$ cat config.mk
export PLATFORM = sky130hd
export DESIGN_NAME = uart_rx_flat
export DESIGN_NICKNAME = d
export VERILOG_FILES = /design/src/rtl/uart_rx_if.sv /design/src/rtl/uart_rx.sv /design/src/flat_wrapper.sv
export SDC_FILE = /design/constraint.sdc
export NUM_CORES = 1
export LEC_CHECK = 0
export ABC_AREA = 1
export BUFFER_PORTS_ARGS = -buffer_cell sky130_fd_sc_hd__buf_4
export CORE_MARGIN = 2
export CORE_UTILIZATION = 57
export CTS_CLUSTER_SIZE = 30
export DETAILED_ROUTE_END_ITERATION = 6
export MAX_ROUTING_LAYER = met4
export PLACE_DENSITY = 0.86
export SLEW_MARGIN = 25
export SYNTH_ARGS = -nofsm -noshare
export SYNTH_HDL_FRONTEND = slang
export SYNTH_SLANG_ARGS = --single-unit
$ cat constraint.sdc
create_clock -name clk -period 1.35 [get_ports clk]
set_input_delay 0.2025 -clock clk [delete_from_list [all_inputs] [get_ports clk]]
set_output_delay 0.2025 -clock clk [all_outputs]
set_load 0.01 [all_outputs]
$ cat src/rtl/uart_rx_if.sv
// Receive-side result bus: the word, its qualifier pulse, error flags and busy.
// Latency: n/a (wires only).
// Backpressure: none; the consumer must accept a word on the data_valid pulse.
//
// Ports (modports):
//   master - driven by uart_rx: data_out, data_valid, parity_err, frame_err, busy
//   slave  - consumer view of the same signals (all inputs)
interface uart_rx_if #(
    parameter int FRAME_DATA = 8
);
    logic [FRAME_DATA-1:0] data_out;
    logic                  data_valid;
    logic                  parity_err;
    logic                  frame_err;
    logic                  busy;

    modport master (
        output data_out,
        output data_valid,
        output parity_err,
        output frame_err,
        output busy
    );

    modport slave (
        input data_out,
        input data_valid,
        input parity_err,
        input frame_err,
        input busy
    );
endinterface

$ cat src/rtl/uart_rx.sv
// UART receive engine: oversampled start detect, LSB-first shift-in, optional even parity, stop check.
// Latency: word loaded CLKS_PER_BIT/2 + (FRAME_DATA+1+P)*CLKS_PER_BIT cycles after leaving IDLE.
// Backpressure: none; each word is offered for exactly one cycle on data_valid.
//
// Ports:
//   clk        - system clock, rising edge
//   rx_arst_n  - asynchronous active-low reset
//   rx_rst     - synchronous soft reset, active high, overrides everything else
//   rx_en      - allows start-bit detection in IDLE (an in-flight frame always completes)
//   rx_in      - asynchronous serial line, idle high
//   rx_bus     - result bus (uart_rx_if.master)
// Optional feature: define UART_RX_PARITY_EN to add the even-parity bit and make parity_err live.
module uart_rx #(
    parameter int FRAME_DATA   = 8,
    parameter int CLKS_PER_BIT = 16
) (
    input  logic       clk,
    input  logic       rx_arst_n,
    input  logic       rx_rst,
    input  logic       rx_en,
    input  logic       rx_in,
    uart_rx_if.master  rx_bus
);
    localparam int CW = $clog2(CLKS_PER_BIT);
    localparam int IW = $clog2(FRAME_DATA + 1);
    localparam logic [CW-1:0] HALF_LAST = CW'(CLKS_PER_BIT / 2 - 1);
    localparam logic [CW-1:0] BIT_LAST  = CW'(CLKS_PER_BIT - 1);
    localparam logic [IW-1:0] IDX_LAST  = IW'(FRAME_DATA - 1);

`ifdef UART_RX_PARITY_EN
    typedef enum logic [2:0] {IDLE, START, DATA, PARITY, STOP} state_t;
`else
    typedef enum logic [2:0] {IDLE, START, DATA, STOP} state_t;
`endif

    state_t                state_q, state_d;
    logic                  sync1_q, rx_s;
    logic [CW-1:0]         cnt_q, cnt_d;
    logic [IW-1:0]         idx_q, idx_d;
    logic [FRAME_DATA-1:0] shift_q, shift_d;
    logic [FRAME_DATA-1:0] dout_q, dout_d;
    logic                  vld_q, vld_d;
    logic                  perr_q, perr_d;
    logic                  ferr_q, ferr_d;
    // Parity mismatch captured at the parity sample, published with the word at the stop sample.
    // Never set when parity is compiled out, so parity_err stays 0 in that build.
    logic                  pmis_q, pmis_d;

    always_comb begin
        state_d = state_q;
        cnt_d   = cnt_q;
        idx_d   = idx_q;
        shift_d = shift_q;
        dout_d  = dout_q;
        vld_d   = 1'b0;
        perr_d  = perr_q;
        ferr_d  = ferr_q;
        pmis_d  = pmis_q;
        case (state_q)
            IDLE: begin
                if (rx_en && !rx_s) begin
                    state_d = START;
                    cnt_d   = '0;
                end
            end
            START: begin
                // Sample mid-bit; a high line here was only a glitch.
                if (cnt_q == HALF_LAST) begin
                    if (rx_s) begin
                        state_d = IDLE;
                    end else begin
                        state_d = DATA;
                        cnt_d   = '0;
                        idx_d   = '0;
                    end
                end else begin
                    cnt_d = cnt_q + CW'(1);
                end
            end
            DATA: begin
                if (cnt_q == BIT_LAST) begin
                    cnt_d   = '0;
                    shift_d = {rx_s, shift_q[FRAME_DATA-1:1]};
                    idx_d   = idx_q + IW'(1);
                    if (idx_q == IDX_LAST) begin
`ifdef UART_RX_PARITY_EN
                        state_d = PARITY;
`else
                        state_d = STOP;
`endif
                    end
                end else begin
                    cnt_d = cnt_q + CW'(1);
                end
            end
`ifdef UART_RX_PARITY_EN
            PARITY: begin
                if (cnt_q == BIT_LAST) begin
                    cnt_d   = '0;
                    pmis_d  = (^shift_q) ^ rx_s;
                    state_d = STOP;
                end else begin
                    cnt_d = cnt_q + CW'(1);
                end
            end
`endif
            STOP: begin
                // Errored words are still delivered; the flags describe them.
                if (cnt_q == BIT_LAST) begin
                    cnt_d   = '0;
                    dout_d  = shift_q;
                    vld_d   = 1'b1;
                    ferr_d  = ~rx_s;
                    perr_d  = pmis_q;
                    state_d = IDLE;
                end else begin
                    cnt_d = cnt_q + CW'(1);
                end
            end
            default: state_d = IDLE;
        endcase
    end

    always_ff @(posedge clk or negedge rx_arst_n) begin
        if (!rx_arst_n) begin
            state_q <= IDLE;
            sync1_q <= 1'b1;
            rx_s    <= 1'b1;
            cnt_q   <= '0;
            idx_q   <= '0;
            shift_q <= '0;
            dout_q  <= '0;
            vld_q   <= 1'b0;
            perr_q  <= 1'b0;
            ferr_q  <= 1'b0;
            pmis_q  <= 1'b0;
        end else if (rx_rst) begin
            state_q <= IDLE;
            sync1_q <= 1'b1;
            rx_s    <= 1'b1;
            cnt_q   <= '0;
            idx_q   <= '0;
            shift_q <= '0;
            dout_q  <= '0;
            vld_q   <= 1'b0;
            perr_q  <= 1'b0;
            ferr_q  <= 1'b0;
            pmis_q  <= 1'b0;
        end else begin
            state_q <= state_d;
            sync1_q <= rx_in;
            rx_s    <= sync1_q;
            cnt_q   <= cnt_d;
            idx_q   <= idx_d;
            shift_q <= shift_d;
            dout_q  <= dout_d;
            vld_q   <= vld_d;
            perr_q  <= perr_d;
            ferr_q  <= ferr_d;
            pmis_q  <= pmis_d;
        end
    end

    assign rx_bus.data_out   = dout_q;
    assign rx_bus.data_valid = vld_q;
    assign rx_bus.parity_err = perr_q;
    assign rx_bus.frame_err  = ferr_q;
    // Combinational from state so it falls in the same cycle data_valid rises.
    assign rx_bus.busy       = (state_q != IDLE);
endmodule

$ cat src/flat_wrapper.sv
// flat-port wrapper written by rule: the top's interface ports become plain ports
module uart_rx_flat 
#(
    parameter int FRAME_DATA   = 8,
    parameter int CLKS_PER_BIT = 16
)
  (clk, rx_arst_n, rx_rst, rx_en, rx_in, rx_bus_data_out, rx_bus_data_valid, rx_bus_parity_err, rx_bus_frame_err, rx_bus_busy);
  uart_rx_if #(.FRAME_DATA(FRAME_DATA)) rx_bus_i ();
  input  logic clk;
  input  logic rx_arst_n;
  input  logic rx_rst;
  input  logic rx_en;
  input  logic rx_in;
  output wire logic [$bits(rx_bus_i.data_out)-1:0] rx_bus_data_out;
  output wire logic [$bits(rx_bus_i.data_valid)-1:0] rx_bus_data_valid;
  output wire logic [$bits(rx_bus_i.parity_err)-1:0] rx_bus_parity_err;
  output wire logic [$bits(rx_bus_i.frame_err)-1:0] rx_bus_frame_err;
  output wire logic [$bits(rx_bus_i.busy)-1:0] rx_bus_busy;
  assign rx_bus_data_out = rx_bus_i.data_out;
  assign rx_bus_data_valid = rx_bus_i.data_valid;
  assign rx_bus_parity_err = rx_bus_i.parity_err;
  assign rx_bus_frame_err = rx_bus_i.frame_err;
  assign rx_bus_busy = rx_bus_i.busy;
  uart_rx #(.FRAME_DATA(FRAME_DATA), .CLKS_PER_BIT(CLKS_PER_BIT)) u_core (.clk(clk), .rx_arst_n(rx_arst_n), .rx_rst(rx_rst), .rx_en(rx_en), .rx_in(rx_in), .rx_bus(rx_bus_i));
endmodule
==> flow_metrics.py, run 1 <==
metrics = {
    "run_status": {
        "outcome": "complete, no violations",
    },
    "grt": {
        "pin_count_of_the_biggest_net_entering_global_routing": 31,
        "first_global_vias": 1242,
        "antenna_found_initial": 0,
        "wire_length_of_the_first_global_routing_pass_mm": 5.40,
        "gr-total-overflow": 0,
        "grt.total_usage": 0.228,
    },
    "critical_path": {
        "cp_most_frequent_cell": "sky130_fd_sc_hd__nand2_1",
        "setup.reg_to_reg.worst_slack_ps": 30,
        "crit_fanout": 6,
        "startpoint_type": "flip-flop",
        "critPathKind": "reg -> reg",
        "timing.critical_path.cells": "buf_4 > nand2_1 > inv_1 > nor3_1 > nand3_1 > nand2_1",
        "crit_path_largest_cell_delay_ps": 460,
        "critical_path_buf_inv_count": 2,
        "critPathCaptureType": "flip-flop",
        "worst-endpoint-arrival_ps": 1600,
        "rr_startpoint": "u_core.state_q[0]",
        "r2r.worst_path.cells": 6,
        "crit_cells": 6,
        "critPathSlowestCell": "sky130_fd_sc_hd__dfrtp_2",
        "critical_path_required_ps": 1630,
        "setup.worst_path.start": "u_core.state_q[0]",
        "endpoint_of_the_lowest_slack_register_to_register_path": "u_core.state_q[1]",
        "cpLargestDelayFamily": "simple AND/OR/NAND/NOR gates",
        "setup.worst_path.end": "u_core.state_q[1]",
    },
    "sta": {
        "setup-tns-final_ps": 0,
        "timing_max_transition_violations_final": 0,
        "min_period_ps": 1320,
        "finalSetupViolCount": 0,
        "maxClockFrequency_mhz": 756,
        "final_min_period_over_clock_period": 0.980,
        "hold_violation_total_from_the_final_report": 0,
        "finalClockSkew_ps": 7.88,
    },
    "synth": {
        "postSynthNetCount": 174,
        "yosysSeqAreaShare": 0.501,
        "netlist.top_cell.by_area": "sky130_fd_sc_hd__dfrtp_1",
        "synth.avg_cell_area_sq_um": 9.00,
        "top_cells_by_area_synth": "sky130_fd_sc_hd__dfrtp_1 (47%), sky130_fd_sc_hd__inv_1 (6.7%), sky130_fd_sc_hd__nand2_1 (6.7%)",
        "synthesis.area_sq_mm": 0.00150,
        "postSynthRegisterBits": 30,
        "ys_types": 25,
        "warning_count_from_the_yosys_run": 0,
        "synth_top_cell_area_share": 0.466,
        "syn-instance-count": 167,
    },
    "power_and_ir_drop": {
        "swShare": 0.338,
        "combinational_power_share": 0.274,
        "power_report.internal_total_uw": 1440,
        "power_frac_seq": 0.461,
        "worst_ir_drop_vdd_uv": 1200,
        "power-per-cell-area_mw_per_mm2": 1200,
        "switchingPower_uw": 735,
        "static-leakage-power_uw": 0.000874,
        "total_power_uw": 2180,
        "clock_power_share": 0.264,
    },
    "place": {
        "port_buffer_cells": 15,
        "dp_hpwl_mm": 2.15,
        "place_inst": 209,
        "dpl-instance-area_sq_mm": 0.00163,
        "routabilityCongestion": 0.885,
    },
    "cts": {
        "clk_pin_slew_worst_paths_ps": 100,
        "clock_latency_ps": 340,
        "tritoncts_clock_tree": "built",
        "clk_root_buffer_cell": "sky130_fd_sc_hd__clkbuf_4",
        "clk_sinks": 30,
        "clockBufferDepth": 2,
        "cts-htree-levels": 2,
        "tritoncts.num_buffers": 5,
    },
    "floorplanning": {
        "die_w_um": 55.3,
        "top_level_ports": 17,
        "start_util": 0.607,
        "core_sq_mm": 0.00248,
        "die_ar_sq_mm": 0.00306,
        "std_cell_rows": 18,
        "floorplan.die.height_um": 55.3,
    },
    "drt": {
        "drt-wirelength-per-cell_um": 15.2,
        "detail_route.wirelength_mm": 3.39,
        "vias": 1324,
        "route.detailed.drc": 0,
        "drt_first_iter_violations": 50,
        "detail_route.vias_per_cell": 5.94,
        "dr.pass1.iters": 4,
        "ant_nets": 0,
    },
    "layout": {
        "final_core_util": 0.730,
        "final-instance-count-excl-fill": 223,
        "fill_cell_instance_count_of_the_final_layout": 174,
        "fraction_of_final_layout_cells_sized_beyond_drive_strength_1": 0.326,
        "design.final.nets": 199,
        "area_overhead_vs_synth_pct": 20.4,
        "num_antenna_cells": 0,
        "post-route-cell-area_sq_mm": 0.00181,
    },
    "min_path": {
        "class_of_the_most_critical_hold_timing_path": "in -> reg",
    },
    "run": {
        "timing.max_cap.violations": 0,
    },
}
[layout by cell type (no fill, tap or decap), types with 4 or more instances in the layout]
cell type,instances
sky130_fd_sc_hd__nand4_1,5
sky130_fd_sc_hd__buf_4,21
sky130_fd_sc_hd__o21ai_2,5
sky130_fd_sc_hd__nand2_1,26
sky130_fd_sc_hd__inv_1,26
sky130_fd_sc_hd__clkbuf_4,5
sky130_fd_sc_hd__nand3_1,13
sky130_fd_sc_hd__o21ai_0,4
sky130_fd_sc_hd__nand3_2,4
sky130_fd_sc_hd__dfrtp_1,26
sky130_fd_sc_hd__o22ai_1,15
sky130_fd_sc_hd__nor2_1,6
[state kept, by name, summed over array words and instances, names as in the netlist]
name                      count
u_core.state_q                2
u_core.cnt_q                  4
u_core.rx_bus.data_valid      1
u_core.rx_bus.data_out        8
u_core.sync1_q                1
u_core.rx_s                   1
u_core.idx_q                  4
u_core.shift_q                8
u_core.rx_bus.frame_err       1
[stage by stage]
stage	worst slack, ps	hold WS, ps
after floorplan	116	-93.1
after global routing	-27.3	51.8
after CTS	17.0	60.0
after global placement	78.7	146
after detailed placement	14.0	150
final	27.5	61.7
[final cells by class]
cell class                 instances  area [sq um]  share of cell area
inverter                          30           114              0.0629
clock inverter                     2          12.5             0.00692
clock buffer                       6          51.3              0.0284
multi-input combinational        101           639               0.353
tap                               30          37.5              0.0207
timing repair buffer              24           199               0.110
sequential                        30           756               0.418
[worst min path at each step]
stage	start	cells after the start	end	slack [ps]
3_3_place_gp	rx_arst_n	1	u_core.state_q[1]	150
5_1_grt	rx_in	2	u_core.sync1_q	50
6_report	rx_in	2	u_core.sync1_q	60
2_1_floorplan	rx_arst_n	0	u_core.cnt_q[0]	-90
3_5_place_dp	rx_arst_n	1	u_core.state_q[1]	150
4_1_cts	rx_in	2	u_core.sync1_q	60
[cells in the mapped netlist]
cell and number:
sky130_fd_sc_hd__o21ai_0 4, sky130_fd_sc_hd__nand3_1 15, sky130_fd_sc_hd__nand3_2 3, sky130_fd_sc_hd__o22ai_1 15, sky130_fd_sc_hd__o21ai_1 2, sky130_fd_sc_hd__inv_2 2, sky130_fd_sc_hd__buf_6 3, sky130_fd_sc_hd__dfrtp_1 28
sky130_fd_sc_hd__or2_2 3, sky130_fd_sc_hd__nand3_4 2, sky130_fd_sc_hd__dfstp_2 2, sky130_fd_sc_hd__inv_1 27, sky130_fd_sc_hd__xor2_1 2, sky130_fd_sc_hd__nor2_4 1, sky130_fd_sc_hd__ha_1 2, sky130_fd_sc_hd__nand2_2 3
sky130_fd_sc_hd__a21oi_1 1, sky130_fd_sc_hd__nand2_1 27, sky130_fd_sc_hd__nor2_1 9, sky130_fd_sc_hd__nor3_1 1, sky130_fd_sc_hd__clkinv_2 1, sky130_fd_sc_hd__buf_4 3, sky130_fd_sc_hd__o21ai_2 5, sky130_fd_sc_hd__nand4_1 5
sky130_fd_sc_hd__conb_1 1
[metal layers]
layer	vias up	GRT usage	routed length, um
met3	18	0.0749	262
li1	599	-	-
met2	83	0.369	1610
met5	-	-	0
met1	624	0.274	1370
met4	0	0.0627	146
[power by group through the flow]
stage | logic (uW) | registers, uW | clock network (uW)
2_1_floorplan | 349 | 979 | 0
3_3_place_gp | 398 | 1020 | 0
3_5_place_dp | 419 | 1020 | 0
4_1_cts | 496 | 984 | 581
5_1_grt | 655 | 1010 | 630
6_report | 597 | 1000 | 575
[cell families (layout without fill, tap and decap cells)]
family	after synthesis	in the layout	share of synthesized area
DFF	30	30	0.501
AOI/OAI and AO/OA	27	27	0.115
buffers and inverters	36	62	0.113
adders and majority gates	2	2	0.0167
xor gates and xnor gates	2	2	0.0117
and+or+nand+nor	69	69	0.240
other	1	1	0.00250
[what timing repair did]
item / CTS / global route
endpoints found under the hold margin: 28 / 0
endpoints found under the setup margin: 2 / 13
hold buffers: 1 / 0
setup buffers: 3 / 2
resized for setup: 3 / 14
pin swaps: 0 / 5
Note: power is estimated with default switching activity, not from simulation.
==> run 2: changes to the inputs <==
- CORE_UTILIZATION: 57 -> 51
- PLACE_DENSITY: 0.86 -> 0.82
- clock period: 1.35 -> 1.08 ns (I/O delays scaled with it)
==> run 2 against run 1 <==
  * The flow now finishes with violations (setup timing)
  * Highest routed layer unchanged
  * Critical path depth down 1
  * Global-route usage up 7.1 points
  * Cell area up 23%
  * Worst setup slack worse by 310 ps
  * Wire length up 37%
  * Clock power up 64%
  * Register-to-register slack worse by 310 ps
  * Via count up 9.0%
  * Critical endpoint is now u_core.rx_bus.data_out[3]
  * Worst hold slack worse by 43 ps
  * Count of clock-buffer cells in the layout unchanged
==> flow_metrics.py, run 2 (synthesis gave the netlist of run 1 again) <==
metrics = {
    "layout": {
        "num_antenna_cells": 0,
        "design.final.nets": 224,
        "area_overhead_vs_synth_pct": 48.0,
        "fraction_of_final_layout_cells_sized_beyond_drive_strength_1": 0.525,
        "seq_area_sq_um": 756,
        "post-route-cell-area_sq_mm": 0.00222,
        "multi_input_area_sq_um": 818,
        "most-common-layout-cells": "sky130_fd_sc_hd__buf_4 (38), sky130_fd_sc_hd__dfrtp_1 (26), sky130_fd_sc_hd__inv_1 (22)",
        "final_core_util": 0.800,
        "mostFrequentLayoutCell": "sky130_fd_sc_hd__buf_4",
        "fill_cell_instance_count_of_the_final_layout": 141,
    },
    "floorplanning": {
        "floorplan.die.height_um": 58.3,
        "std_cell_rows": 19,
        "core_sq_mm": 0.00278,
        "top_level_ports": 17,
        "die_w_um": 58.3,
        "start_util": 0.540,
        "die_ar_sq_mm": 0.00340,
    },
    "drt": {
        "m1WireLength_mm": 1.83,
        "detail_route.vias_per_cell": 5.82,
        "ant_nets": 0,
        "wl_met2_mm": 2.31,
        "drt-wirelength-per-cell_um": 18.8,
        "drt_first_iter_violations": 86,
        "dr.pass1.iters": 4,
        "route.met3.wl_um": 319,
        "route.detailed.drc": 0,
        "vias": 1443,
        "detail_route.wirelength_mm": 4.65,
        "dr.max_layer_used": "met4",
    },
    "min_path": {
        "timing.hold.worst_path_depth": 2,
        "min_delay_worst_endpoint": "u_core.sync1_q",
        "hp-start": "rx_in",
        "class_of_the_most_critical_hold_timing_path": "in -> reg",
    },
    "place": {
        "routabilityCongestion": 0.894,
        "dpl-instance-area_sq_mm": 0.00182,
        "dp_hpwl_mm": 2.44,
        "place_worst_setup_slack_ps": -206,
        "port_buffer_cells": 15,
    },
    "critical_path": {
        "critical_path_required_ps": 1310,
        "rr_startpoint": "u_core.cnt_q[0]",
        "crit_fanout": 6,
        "crit_path_largest_cell_delay_ps": 400,
        "cpLargestDelayFamily": "flip-flops",
        "worst-endpoint-arrival_ps": 1590,
        "endpoint_of_the_lowest_slack_register_to_register_path": "u_core.rx_bus.data_out[3]",
        "startpoint_type": "flip-flop",
        "critPathCaptureType": "flip-flop",
        "r2r.worst_path.cells": 5,
        "critPathSlowestCell": "sky130_fd_sc_hd__dfrtp_1",
        "critical_path_buf_inv_count": 1,
        "timing.critical_path.cells": "ha_4 > nand3_4 > buf_4 > o21ai_4 > o22ai_1",
        "critPathKind": "reg -> reg",
        "setup.reg_to_reg.worst_slack_ps": -290,
    },
    "grt": {
        "antenna_found_initial": 0,
        "wire_length_of_the_first_global_routing_pass_mm": 7.13,
        "grt.total_usage": 0.299,
        "pin_count_of_the_biggest_net_entering_global_routing": 31,
        "gr-total-overflow": 0,
        "first_global_vias": 1480,
    },
    "sta": {
        "maxClockFrequency_mhz": 732,
        "finalSetupViolCount": 29,
        "min_period_ps": 1370,
        "worst_slack_ps": -287,
        "hold_violation_total_from_the_final_report": 0,
        "final_min_period_over_clock_period": 1.27,
        "timing.hold.ws_ps": 18.4,
        "finalClockSkew_ps": 15.5,
        "timing_max_transition_violations_final": 0,
        "unrepaired_setup_endpoints_after_global_routing": "true",
    },
    "power_and_ir_drop": {
        "power-per-cell-area_mw_per_mm2": 1550,
        "worst_ir_drop_vdd_uv": 1570,
        "static-leakage-power_uw": 0.00102,
    },
    "cts": {
        "clk_sinks": 30,
        "clockBufferDepth": 2,
        "clock_latency_ps": 350,
        "cts-htree-levels": 2,
        "tritoncts_clock_tree": "built",
        "clk_root_buffer_cell": "sky130_fd_sc_hd__clkbuf_4",
        "clk_pin_slew_worst_paths_ps": 100,
        "tritoncts.num_buffers": 5,
    },
    "run_status": {
        "outcome": "complete, but fails checks",
        "violated_checks": "setup timing",
    },
    "run": {
        "timing.max_cap.violations": 0,
    },
}
run 2: changes by cell type in the layout (fill, tap and decap cells not counted), moves of 4 or more:
cell                      delta
sky130_fd_sc_hd__o22ai_1     -8
sky130_fd_sc_hd__nand2_1     -7
sky130_fd_sc_hd__inv_1       -4
sky130_fd_sc_hd__o22ai_2     +7
sky130_fd_sc_hd__nand2_2     +5
sky130_fd_sc_hd__buf_6       +5
sky130_fd_sc_hd__buf_4      +17
run 2: cell type report:
| cell class | count | area share |
|---|---|---|
| clock inverters | 1 | 0.0135 |
| inverters | 30 | 0.0574 |
| clock buffers | 6 | 0.0231 |
| multi-input cells | 103 | 0.368 |
| well taps | 31 | 0.0174 |
| flip-flops and latches | 30 | 0.340 |
| repair buffers | 47 | 0.181 |
run 2: stage by stage:
step	power, uW	cells	TNS (ps)
after floorplan	1770	167	-1030
after detailed placement	2080	226	-4190
after CTS	3240	241	-5040
final	3450	248	-6740
after global placement	2040	226	-3020
after global routing	3580	248	-7960
run 2: worst max path at each step:
stage,startpoint,endpoint,slack [ps],depth (start not counted)
CTS,u_core.state_q[0],rx_bus_busy,-260,4
detailed placement,u_core.state_q[0],u_core.state_q[1],-210,7
global route,u_core.state_q[0],rx_bus_busy,-320,4
finish,u_core.cnt_q[0],u_core.rx_bus.data_out[3],-290,5
global placement,u_core.state_q[0],u_core.idx_q[2],-140,7
floorplan,u_core.cnt_q[0],u_core.shift_q[4],-70,5
run 2: power breakdown:
| group | leakage, uW | switching (uW) | internal, uW |
|---|---|---|---|
| Sequential | 0.000407 | 55.8 | 1180 |
| Clock | 0.0000443 | 407 | 538 |
| Combinational | 0.000564 | 683 | 586 |
| Total | 0.00102 | 1150 | 2310 |
run 2: per-layer routing:
metal | up-vias | global-route usage
met4 | 0 | 0.163
met3 | 22 | 0.0670
met1 | 703 | 0.349
met5 | - | -
li1 | 649 | -
met2 | 69 | 0.475
run 2: what timing repair did:
item,4_1_cts,5_1_grt
buffers inserted,5,7
resized for setup,28,21
gates cloned,2,0
hold buffers,1,0
setup endpoints to repair,29,33
pin swaps,6,14
endpoints found under the hold margin,28,0
